`config.mk`:
```
export PLATFORM = sky130hd
export DESIGN_NAME = uart_tx
export DESIGN_NICKNAME = d
export VERILOG_FILES = /design/src/rtl/uart_tx.sv
export SDC_FILE = /design/constraint.sdc
export NUM_CORES = 1
export LEC_CHECK = 0
export ABC_CLOCK_PERIOD_IN_PS = 6460
export BUFFER_PORTS_ARGS = -buffer_cell sky130_fd_sc_hd__buf_2
export CAP_MARGIN = 20
export CORE_ASPECT_RATIO = 0.8
export CORE_MARGIN = 10
export CORE_UTILIZATION = 45
export DETAILED_ROUTE_END_ITERATION = 10
export GPL_TIMING_DRIVEN = 0
export PLACE_DENSITY = 0.67
export RECOVER_POWER = 25
export SETUP_SLACK_MARGIN = 0.05
export SLEW_MARGIN = 0
export SYNTH_ARGS = -nofsm -noshare
export SYNTH_HDL_FRONTEND = slang
export SYNTH_SLANG_ARGS = --single-unit
```
`constraint.sdc`:
```
create_clock -name clock -period 6.46 [get_ports clock]
set_input_delay 0.969 -clock clock [delete_from_list [all_inputs] [get_ports clock]]
set_output_delay 0.969 -clock clock [all_outputs]
set_load 0.005 [all_outputs]
```
`src/rtl/uart_tx.sv`:
```
// Buffered UART transmitter: 8N1 frames, LSB first, with a small byte FIFO
// in front of the shifter so software can queue bytes while a frame is on the line.
//
// state     | meaning
// ----------+-------------------------------------------------------------
// IDLE      | line high, waiting for a queued byte to pop into the shifter
// START_BIT | line low for one bit period
// DATA_BITS | eight data bits, LSB first, one bit period each
// STOP_BIT  | line high for one bit period
// CLEANUP   | one-cycle tx_done pulse, then back to IDLE
module uart_tx #(
    parameter int CLOCKS_PER_BIT = 434,
    parameter int FIFO_DEPTH     = 4
) (
    input  logic       clock,
    input  logic       reset,
    input  logic       send,
    input  logic [7:0] data_to_send,
    output logic       ready,
    output logic       outgoing_bit,
    output logic       is_transmitting,
    output logic       tx_done,
    output logic [2:0] debug_state
);

    localparam int AW = $clog2(FIFO_DEPTH);
    localparam int CW = AW + 1;
    localparam logic [CW-1:0] FULL_COUNT = CW'(FIFO_DEPTH);
    localparam logic [15:0]   LAST_TICK  = 16'(CLOCKS_PER_BIT - 1);

    typedef enum logic [2:0] {
        IDLE      = 3'b000,
        START_BIT = 3'b001,
        DATA_BITS = 3'b010,
        STOP_BIT  = 3'b011,
        CLEANUP   = 3'b100
    } state_t;

    state_t        state, state_next;
    logic [7:0]    fifo_mem [FIFO_DEPTH];
    logic [AW-1:0] wr_ptr, rd_ptr;
    logic [CW-1:0] count;
    logic          push, pop;

    logic [15:0]   tick, tick_next;
    logic [2:0]    bit_index, bit_index_next;
    logic [7:0]    shift_reg, shift_next;
    logic          bit_next, done_next, busy_next;

    // ready comes straight from the registered count, so a send on the
    // same edge as a pop from a full FIFO is still refused.
    assign ready = (count != FULL_COUNT);
    assign push  = send && ready;

    // FIFO storage; reset does not need to clear the payload.
    always_ff @(posedge clock) begin
        if (push && !reset) begin
            fifo_mem[wr_ptr] <= data_to_send;
        end
    end

    // FIFO pointers and occupancy; simultaneous push and pop keep count steady.
    always_ff @(posedge clock) begin
        if (reset) begin
            wr_ptr <= '0;
            rd_ptr <= '0;
            count  <= '0;
        end else begin
            if (push) wr_ptr <= wr_ptr + 1'b1;
            if (pop)  rd_ptr <= rd_ptr + 1'b1;
            case ({push, pop})
                2'b10:   count <= count + 1'b1;
                2'b01:   count <= count - 1'b1;
                default: count <= count;
            endcase
        end
    end

    // FSM state and registered line/status outputs.
    always_ff @(posedge clock) begin
        if (reset) begin
            state           <= IDLE;
            debug_state     <= IDLE;
            outgoing_bit    <= 1'b1;
            tick            <= '0;
            bit_index       <= '0;
            shift_reg       <= '0;
            tx_done         <= 1'b0;
            is_transmitting <= 1'b0;
        end else begin
            state           <= state_next;
            debug_state     <= state;
            outgoing_bit    <= bit_next;
            tick            <= tick_next;
            bit_index       <= bit_index_next;
            shift_reg       <= shift_next;
            tx_done         <= done_next;
            is_transmitting <= busy_next;
        end
    end

    // Next-state, next line value and FIFO pop decision.
    always_comb begin
        state_next     = state;
        bit_next       = outgoing_bit;
        tick_next      = tick;
        bit_index_next = bit_index;
        shift_next     = shift_reg;
        done_next      = 1'b0;
        pop            = 1'b0;

        case (state)
            IDLE: begin
                bit_next = 1'b1;
                if (count != '0) begin
                    pop            = 1'b1;
                    shift_next     = fifo_mem[rd_ptr];
                    tick_next      = '0;
                    bit_index_next = '0;
                    bit_next       = 1'b0;
                    state_next     = START_BIT;
                end
            end
            START_BIT: begin
                if (tick == LAST_TICK) begin
                    tick_next  = '0;
                    bit_next   = shift_reg[0];
                    state_next = DATA_BITS;
                end else begin
                    tick_next = tick + 16'd1;
                end
            end
            DATA_BITS: begin
                if (tick == LAST_TICK) begin
                    tick_next      = '0;
                    bit_index_next = bit_index + 3'd1;
                    shift_next     = {1'b0, shift_reg[7:1]};
                    if (bit_index == 3'd7) begin
                        bit_next   = 1'b1;
                        state_next = STOP_BIT;
                    end else begin
                        bit_next = shift_reg[1];
                    end
                end else begin
                    tick_next = tick + 16'd1;
                end
            end
            STOP_BIT: begin
                bit_next = 1'b1;
                if (tick == LAST_TICK) begin
                    tick_next  = '0;
                    done_next  = 1'b1;
                    state_next = CLEANUP;
                end else begin
                    tick_next = tick + 16'd1;
                end
            end
            CLEANUP: begin
                bit_next   = 1'b1;
                state_next = IDLE;
            end
            default: begin
                bit_next   = 1'b1;
                tick_next  = '0;
                state_next = IDLE;
            end
        endcase

        busy_next = (state_next == START_BIT) || (state_next == DATA_BITS) ||
                    (state_next == STOP_BIT);
    end

endmodule
```
==> results.cfg, run 1 <==
[route]
met2_length_microns = 3200
vias = 2532
wire_per_inst_microns = 15.9
postRouteAntennaNets = 0
vias_per_cell = 5.66
routed_wirelength_microns = 7130
drc_errors = 0
highest_layer = met4
met1Wirelength_microns = 3370
wl_met3_microns = 442
dr.pass1.iters = 4
drt_iter0_markers = 136

[sta]
rsz0062_at_grt = false
setup_viol = 0
clock_skew_ps = 15.6
final_period_minus_worst_setup_slack_ps = 2700
relSlewSlack_pct = 63.6
worst_slew_pin_slew_ps = 542
hold_violations = 0
fmax_ghz = 0.370
drv_slew = 0
finalCritPeriodShare_pct = 41.9
tns_ps = 0

[global_routing]
grt_pass1_vias = 2503
grt.total_usage_pct = 12.6
grt_overflow_total = 0
antenna_found_initial = 0
grt_first_pass_wirelength_microns = 12100
grt_max_degree = 17

[place]
io_buffers = 16
place_area_sq_um = 3730
place.gp.congestion = 0.829
dp_hpwl_microns = 5090

[worst_hold_path]
min_path_cells = 2
hold_class = flop to flop
whs_endpoint = outgoing_bit
min_from = outgoing_bit

[floorplanning]
rows = 28
core_area_sq_um = 7500
die-area_sq_um = 11800
start_util_pct = 47.0
die_w_microns = 119
num_io_pins = 18
die_y_microns = 99.1

[worst_setup_path]
critPathMaxStageDelay_ps = 370
r2r_setup_slack_ps = 3760
r2r-end = count[2]
r2r_start = state[1]
critical_path_depth = 10
reg2reg_depth = 10
cp.required_ps = 6750
crit_family = simple AND/OR/NAND/NOR gates
critPathMaxFanout = 10
worstPathCellList = buf_2 > nor2_2 > nand3_2 > inv_2 > ha_1 > inv_1 > fa_1 > xor2_1 > or3_1 > a21oi_1
slowest_stage = fa_1
cp-end-kind = flop
critical_path_class = flop to flop
critPathArrivalTime_ps = 2990
worst_setup_path_start_kind = flop
crit_buf_inv = 3

[yosys]
synthArstFlopShare_pct = 0
synthCells = 310
synth_edf_count = 32
ys.flop_type = dfxtp_1
syn-num-nets = 331
synth_seq_area_share_pct = 52.8
ys_ff_latch = 77
ys_types = 62
yosysWarnings = 0
netlist_area_sq_um = 3520
syn_avg_cell_area_sq_um = 11.4

[power_and_ir_drop]
power_mw = 1.28
pwr-share-comb_pct = 26.0
internal_power_uw = 851
swShare_pct = 33.3
switching_power_uw = 425
p_per_area_nw_per_um2 = 326
max-vdd-ir-drop_v = 0.000168
p_leak_nw = 1.32
seq_power_share_pct = 46.4
pwr-share-clk_pct = 27.7

[clocking]
ctsHoldBuffers = 0
cts_root_buf = clkbuf_8
path_clk_slew_ps = 90
cts_inserted_buffers = 9
cts_tree = done
clk_latency_ps = 360
clockBufferDepth = 2
cts.sinks = 77
cts_setup_buffers = 0
cts_resized = 0
htree_levels = 3

[finish]
final_net_count = 358
syn_to_final_growth_pct = 11.0
final_common_cell = dfxtp_1
drive_gt1_share_pct = 17.8
largest_reg_flops = 32
diodes = 0
final_area_sq_um = 3910
final_cell_mix = 45 x dfxtp_1, 32 x edfxtp_1, 28 x nand2_1, 16 x buf_2, 16 x a21oi_1

[status]
outcome = completed

[run]
maxCapViolations = 0
stage by stage:
step | hold slack (ps) | worst slack [ps] | std cells | util [%]
6_report | 486 | 3760 | 447 | 52.2
5_1_grt | 511 | 3550 | 447 | 52.2
4_1_cts | 488 | 3770 | 447 | 52.3
3_5_place_dp | 475 | 3790 | 431 | 49.8
3_3_place_gp | 473 | 3800 | 431 | 49.8
2_1_floorplan | 455 | 4150 | 310 | -
metal layers:
metal | vias up | GRT usage (%)
li1 | 1242 | -
met1 | 1210 | 16.2
met2 | 68 | 19.3
met3 | 12 | 3.95
met4 | 0 | 4.97
met5 | - | 0
worst register-to-register path: cells and delay by family, from the launching register on:
kind / cells / cell delay, ps
buffers and inverters: 3 / 510
and+or+nand+nor: 3 / 910
xor gates and xnor gates: 1 / 150
AOI/OAI and AO/OA: 1 / 150
adders and majority gates: 2 / 590
DFF: 1 / 330
power by group through the flow:
stage          Combinational, mW  Sequential [mW]  Clock (mW)
2_1_floorplan              0.256            0.597           0
3_3_place_gp               0.327            0.600           0
3_5_place_dp               0.332            0.603           0
4_1_cts                    0.333            0.591       0.360
5_1_grt                    0.373            0.598       0.379
6_report                   0.331            0.591       0.353
worst max path at each step:
stage | start | slack (ps) | to
5_1_grt | state[1] | 3550 | count[2]
3_3_place_gp | state[1] | 3800 | count[2]
6_report | state[1] | 3760 | count[2]
3_5_place_dp | state[1] | 3790 | count[2]
4_1_cts | state[1] | 3770 | count[2]
2_1_floorplan | send | 4150 | count[2]
kinds of logic after synthesis:
family | count (synthesis) | synth area share (%)
adder cells (fa/ha/maj) | 10 | 3.76
XOR/XNOR | 6 | 1.49
buffers and inverters | 29 | 4.33
multiplexers | 9 | 5.40
flip-flops | 77 | 52.8
AND/OR/NAND/NOR | 112 | 18.6
AO/OA/AOI/OAI | 67 | 13.6
cells in the mapped netlist (all sizes together) (3+ instances only):
cell / instances / area, sq um
nand4: 3 / 25.0
xnor2: 4 / 35.0
a311oi: 9 / 85.1
or3: 8 / 50.1
mux4: 8 / 180
and2: 4 / 25.0
buf: 14 / 96.3
nand2: 28 / 105
clkbuf: 3 / 11.3
inv: 11 / 41.3
dfxtp: 45 / 901
o31ai: 3 / 22.5
o21ai: 6 / 30.0
edfxtp: 32 / 961
a21oi: 17 / 88.8
o211ai: 5 / 37.5
or4: 9 / 67.6
a31oi: 10 / 62.6
nor2: 18 / 75.1
and4: 3 / 28.8
nand3: 14 / 75.1
ha: 9 / 113
nor3: 6 / 30.0
a211oi: 9 / 80.1
layout make-up:
class	instances	area [sq um]
inverter	12	45.0
sequential	77	1860
tap	105	131
fill	682	3590
clock buffer	9	124
timing repair buffer	16	70.1
buffer	17	108
clock inverter	7	62.6
multi-input combinational	204	1510
Power figures use the tool's default switching activity.
==> inputs of run 2 (changes only) <==
- ABC_CLOCK_PERIOD_IN_PS: 6460 -> 2200
- PLACE_DENSITY: 0.67 -> 0.69
- clock period: 6.46 -> 2.2 ns (I/O delays scaled with it)
==> results.cfg, run 2 (synthesized netlist as in run 1, its figures left out) <==
[finish]
syn_to_final_growth_pct = 14.0
final_common_cell = dfxtp_1
drive_gt1_share_pct = 21.6
seqCellArea_sq_um = 1870
final_net_count = 364
largest_reg_flops = 32
final_cell_mix = 42 x dfxtp_1, 32 x edfxtp_1, 27 x nand2_1
final_area_sq_um = 4020
fillers = 705
diodes = 0
multi_input_area_sq_um = 1550
final_cells = 453

[worst_setup_path]
slowest_stage = or3b_4
critPathMaxFanout = 5
reg2reg_depth = 8
critPathMaxStageDelay_ps = 430
critPathArrivalTime_ps = 2390
cp.required_ps = 2470
worst_setup_path_start_kind = flop
cp-end-kind = flop
critical_path_class = flop to flop
crit_family = simple AND/OR/NAND/NOR gates
critical_path_depth = 8
crit_buf_inv = 1
worstPathCellList = or3b_4 > nand2_4 > ha_4 > inv_1 > fa_2 > xor2_1 > or3_1 > a21oi_2

[clocking]
htree_levels = 3
clk_latency_ps = 350
cts.sinks = 77
cts_root_buf = clkbuf_8
clockBufferDepth = 2
ctsHoldBuffers = 0
path_clk_slew_ps = 90
cts_tree = done
cts_inserted_buffers = 9

[sta]
finalCritPeriodShare_pct = 96.2
setup_viol = 0
fmax_ghz = 0.472
drv_slew = 0
relSlewSlack_pct = 61.6
final_period_minus_worst_setup_slack_ps = 2120
rsz0062_at_grt = true
whs_ps = 251
clock_skew_ps = 9.83
worst_slew_pin_slew_ps = 572
hold_violations = 0

[global_routing]
antenna_found_initial = 0
grt.total_usage_pct = 12.6
grt_overflow_total = 0
grt_max_degree = 17
grt_first_pass_wirelength_microns = 12300
grt_pass1_vias = 2428

[route]
vias = 2544
postRouteAntennaNets = 0
routed_wirelength_microns = 7280
dr.pass1.iters = 4
drc_errors = 0
drt_iter0_markers = 200
wire_per_inst_microns = 16.1
vias_per_cell = 5.62

[run]
maxCapViolations = 0

[floorplanning]
start_util_pct = 47.0
rows = 28
num_io_pins = 18
die_y_microns = 99.1
die-area_sq_um = 11800
core_area_sq_um = 7500
die_w_microns = 119

[worst_hold_path]
hold_class = input port to flop
min_path_cells = 1

[power_and_ir_drop]
power_mw = 3.86
max-vdd-ir-drop_v = 0.000482
p_leak_nw = 1.36
p_per_area_nw_per_um2 = 961

[place]
place.gp.congestion = 0.805
dp_hpwl_microns = 5050
io_buffers = 16
place_inst = 431
place_area_sq_um = 3750

[status]
outcome = completed
==> run 2: changes by cell type in the layout (fill, tap and decap cells not counted), sizes merged <==
cell and delta:
buf +5, clkbuf +1, clkinvlp +1, inv -1
==> run 2: cell type report <==
type | count | area share, %
Clock inverter | 7 | 1.56
Clock buffer | 9 | 3.08
Buffer | 17 | 2.74
Inverter | 12 | 1.40
Tap cell | 105 | 3.27
Timing Repair Buffer | 22 | 2.87
Sequential cell | 77 | 46.5
Multi-Input combinational cell | 204 | 38.6
==> run 2: layer usage <==
layer / vias up / track usage [%] / share of wire, %
met5: - / 0 / 0
met4: 0 / 4.31 / 1.2
met3: 11 / 3.33 / 5.0
met2: 57 / 19.2 / 45
met1: 1217 / 17.1 / 49
li1: 1259 / - / -
==> run 2: where the power goes <==
part	internal [mW]	total [mW]	leakage, nW	switching [mW]
combinational	0.486	1.11	0.599	0.622
clock	0.437	1.01	0.0984	0.571
sequential	1.66	1.75	0.659	0.0893
==> run 2: metrics by stage <==
step,setup TNS (ps),util (%),setup slack [ps]
floorplan,0,-,89.7
CTS,0,53.1,59.4
global route,0,53.6,4.63
detailed placement,-166,50.1,-166
finish,0,53.6,83.3
global placement,-151,50.1,-151
==> run 2: path summary, 6_finish.rpt <==
kind / from / end / slack (ps)
min reg2reg: shift_reg[5] / shift_reg[4] / 490
max: count[0] / count[2] / 80
max reg2reg: count[0] / count[2] / 80
min: data_to_send[7] / fifo_mem[2][7] / 250
==> run 2: timing repair <==
action / 4_1_cts / 5_1_grt
endpoints found under the setup margin: 2 / 2
gates resized for setup: 7 / 6
buffers inserted: 3 / 3
pin swaps: 4 / 6
==> inputs of run 3 (changes only) <==
- CTS_CLUSTER_SIZE: default -> 28
- REMOVE_ABC_BUFFERS: default -> 1
==> results.cfg, run 3 (synthesized netlist as in run 1, its figures left out) <==
[worst_setup_path]
cp.required_ps = 2480
cp-end-kind = flop
critPathMaxFanout = 5
critical_path_class = flop to flop
worst_setup_path_start_kind = flop
critPathArrivalTime_ps = 2360

[route]
drc_errors = 0
vias_per_cell = 5.72
drt_iter0_markers = 156
dr.pass1.iters = 5
postRouteAntennaNets = 0
vias = 2481
wire_per_inst_microns = 15.9
routed_wirelength_microns = 6910

[power_and_ir_drop]
switching_power_mw = 1.23
swShare_pct = 32.8
pwr-share-comb_pct = 25.5
seq_power_share_pct = 48.1
p_per_area_nw_per_um2 = 961
max-vdd-ir-drop_v = 0.000354
power_mw = 3.75
pwr-share-clk_pct = 26.4
internal_power_mw = 2.52
p_leak_nw = 1.27

[finish]
largest_reg_flops = 32
final_cell_mix = 40 x dfxtp_1, 32 x edfxtp_1, 27 x nand2_1, 16 x a21oi_1, 15 x nor2_1
fillers = 668
seqCellArea_sq_um = 1870
syn_to_final_growth_pct = 10.8
final_area_sq_um = 3900
final_net_count = 345
drive_gt1_share_pct = 18.5
diodes = 0
multi_input_area_sq_um = 1560
final_common_cell = dfxtp_1

[sta]
worst_slew_pin_slew_ps = 643
final_period_minus_worst_setup_slack_ps = 2080
hold_violations = 0
rsz0062_at_grt = false
finalCritPeriodShare_pct = 94.5
fmax_ghz = 0.481
setup_viol = 0
drv_slew = 0
relSlewSlack_pct = 57.1
tns_ps = 0
clock_skew_ps = 5.65
whs_ps = 245

[floorplanning]
die-area_sq_um = 11800
die_y_microns = 99.1
num_io_pins = 18
start_util_pct = 47.0
core_area_sq_um = 7500
rows = 28
die_w_microns = 119

[global_routing]
grt_max_degree = 29
antenna_found_initial = 0
grt.total_usage_pct = 12.0
grt_first_pass_wirelength_microns = 11500
grt_pass1_vias = 2294
grt_overflow_total = 0

[clocking]
cts.sinks = 77
clk_latency_ps = 350
htree_levels = 3
cts_root_buf = clkbuf_8
cts_inserted_buffers = 9
cts_tree = done
clockBufferDepth = 2
path_clk_slew_ps = 90

[status]
outcome = completed

[place]
place_area_sq_um = 3630
io_buffers = 17
dp_hpwl_microns = 4600
place.gp.congestion = 0.822

[run]
maxCapViolations = 0

[worst_hold_path]
hold_class = input port to flop
-- run 3: cell types whose count changed in the layout (fill, tap and decap cells not counted), moves of 2 or more --
cell / delta
buf_2: -6
buf_4: -6
buf_6: -3
clkbuf_1: -2
dfxtp_1: -2
dfxtp_2: +2
-- run 3: through the flow --
step           utilization (%)  cells  setup WS, ps
2_1_floorplan                -    293         -16.3
3_3_place_gp              48.4    415          -371
3_5_place_dp              48.4    415          -406
4_1_cts                   51.7    432          29.0
5_1_grt                   52.1    434          53.7
6_report                  52.1    434           121
-- run 3: cell type report --
cell class,instances,area share (%)
Sequential cell,77,47.9
Multi-Input combinational cell,204,40.1
Tap cell,105,3.37
Clock buffer,10,3.27
Timing Repair Buffer,20,2.50
Inverter,12,1.47
Clock inverter,6,1.38
-- run 3: path summary, 6_finish.rpt --
kind / startpoint / to / slack, ps / cells past startpoint
hold / removal: data_to_send[5] / fifo_mem[3][5] / 240 / 1
setup / recovery: count[2] / count[2] / 120 / 8
hold reg to reg: shift_reg[6] / shift_reg[5] / 490 / 2
setup reg to reg: count[2] / count[2] / 120 / 8
-- run 3: critical path, cell delays in order, from the launching register on --
cell and delay (ps):
dfxtp_2 360, or3b_4 420, nand2_4 120, ha_4 140, inv_1 50, fa_2 330
xor2_1 150, or3_1 300, a21oi_1 140
-- run 3: power by group through the flow --
stage | clock, mW | sequential [mW] | combinational [mW]
2_1_floorplan | 0 | 1.79 | 0.653
3_3_place_gp | 0 | 1.82 | 0.836
3_5_place_dp | 0 | 1.82 | 0.855
4_1_cts | 1.02 | 1.81 | 0.921
5_1_grt | 1.08 | 1.83 | 1.07
6_report | 0.989 | 1.80 | 0.958
-- run 3: routing by layer --
| metal | GRT usage, % | part of all wire, % | up-vias |
|---|---|---|---|
| li1 | - | - | 1214 |
| met1 | 15.9 | 47 | 1192 |
| met2 | 17.5 | 44 | 70 |
| met3 | 4.29 | 7.4 | 5 |
| met4 | 4.50 | 0.94 | 0 |
| met5 | 0 | 0 | - |
-- run 3: timing repair --
action                                  CTS  global route
gates resized for setup                  19             3
setup buffers                             1             2
gates cloned                              0             0
endpoints found under the setup margin    9            18
pin swaps                                 4             3
hold endpoints to repair                  0             0
hold buffers                              0             0
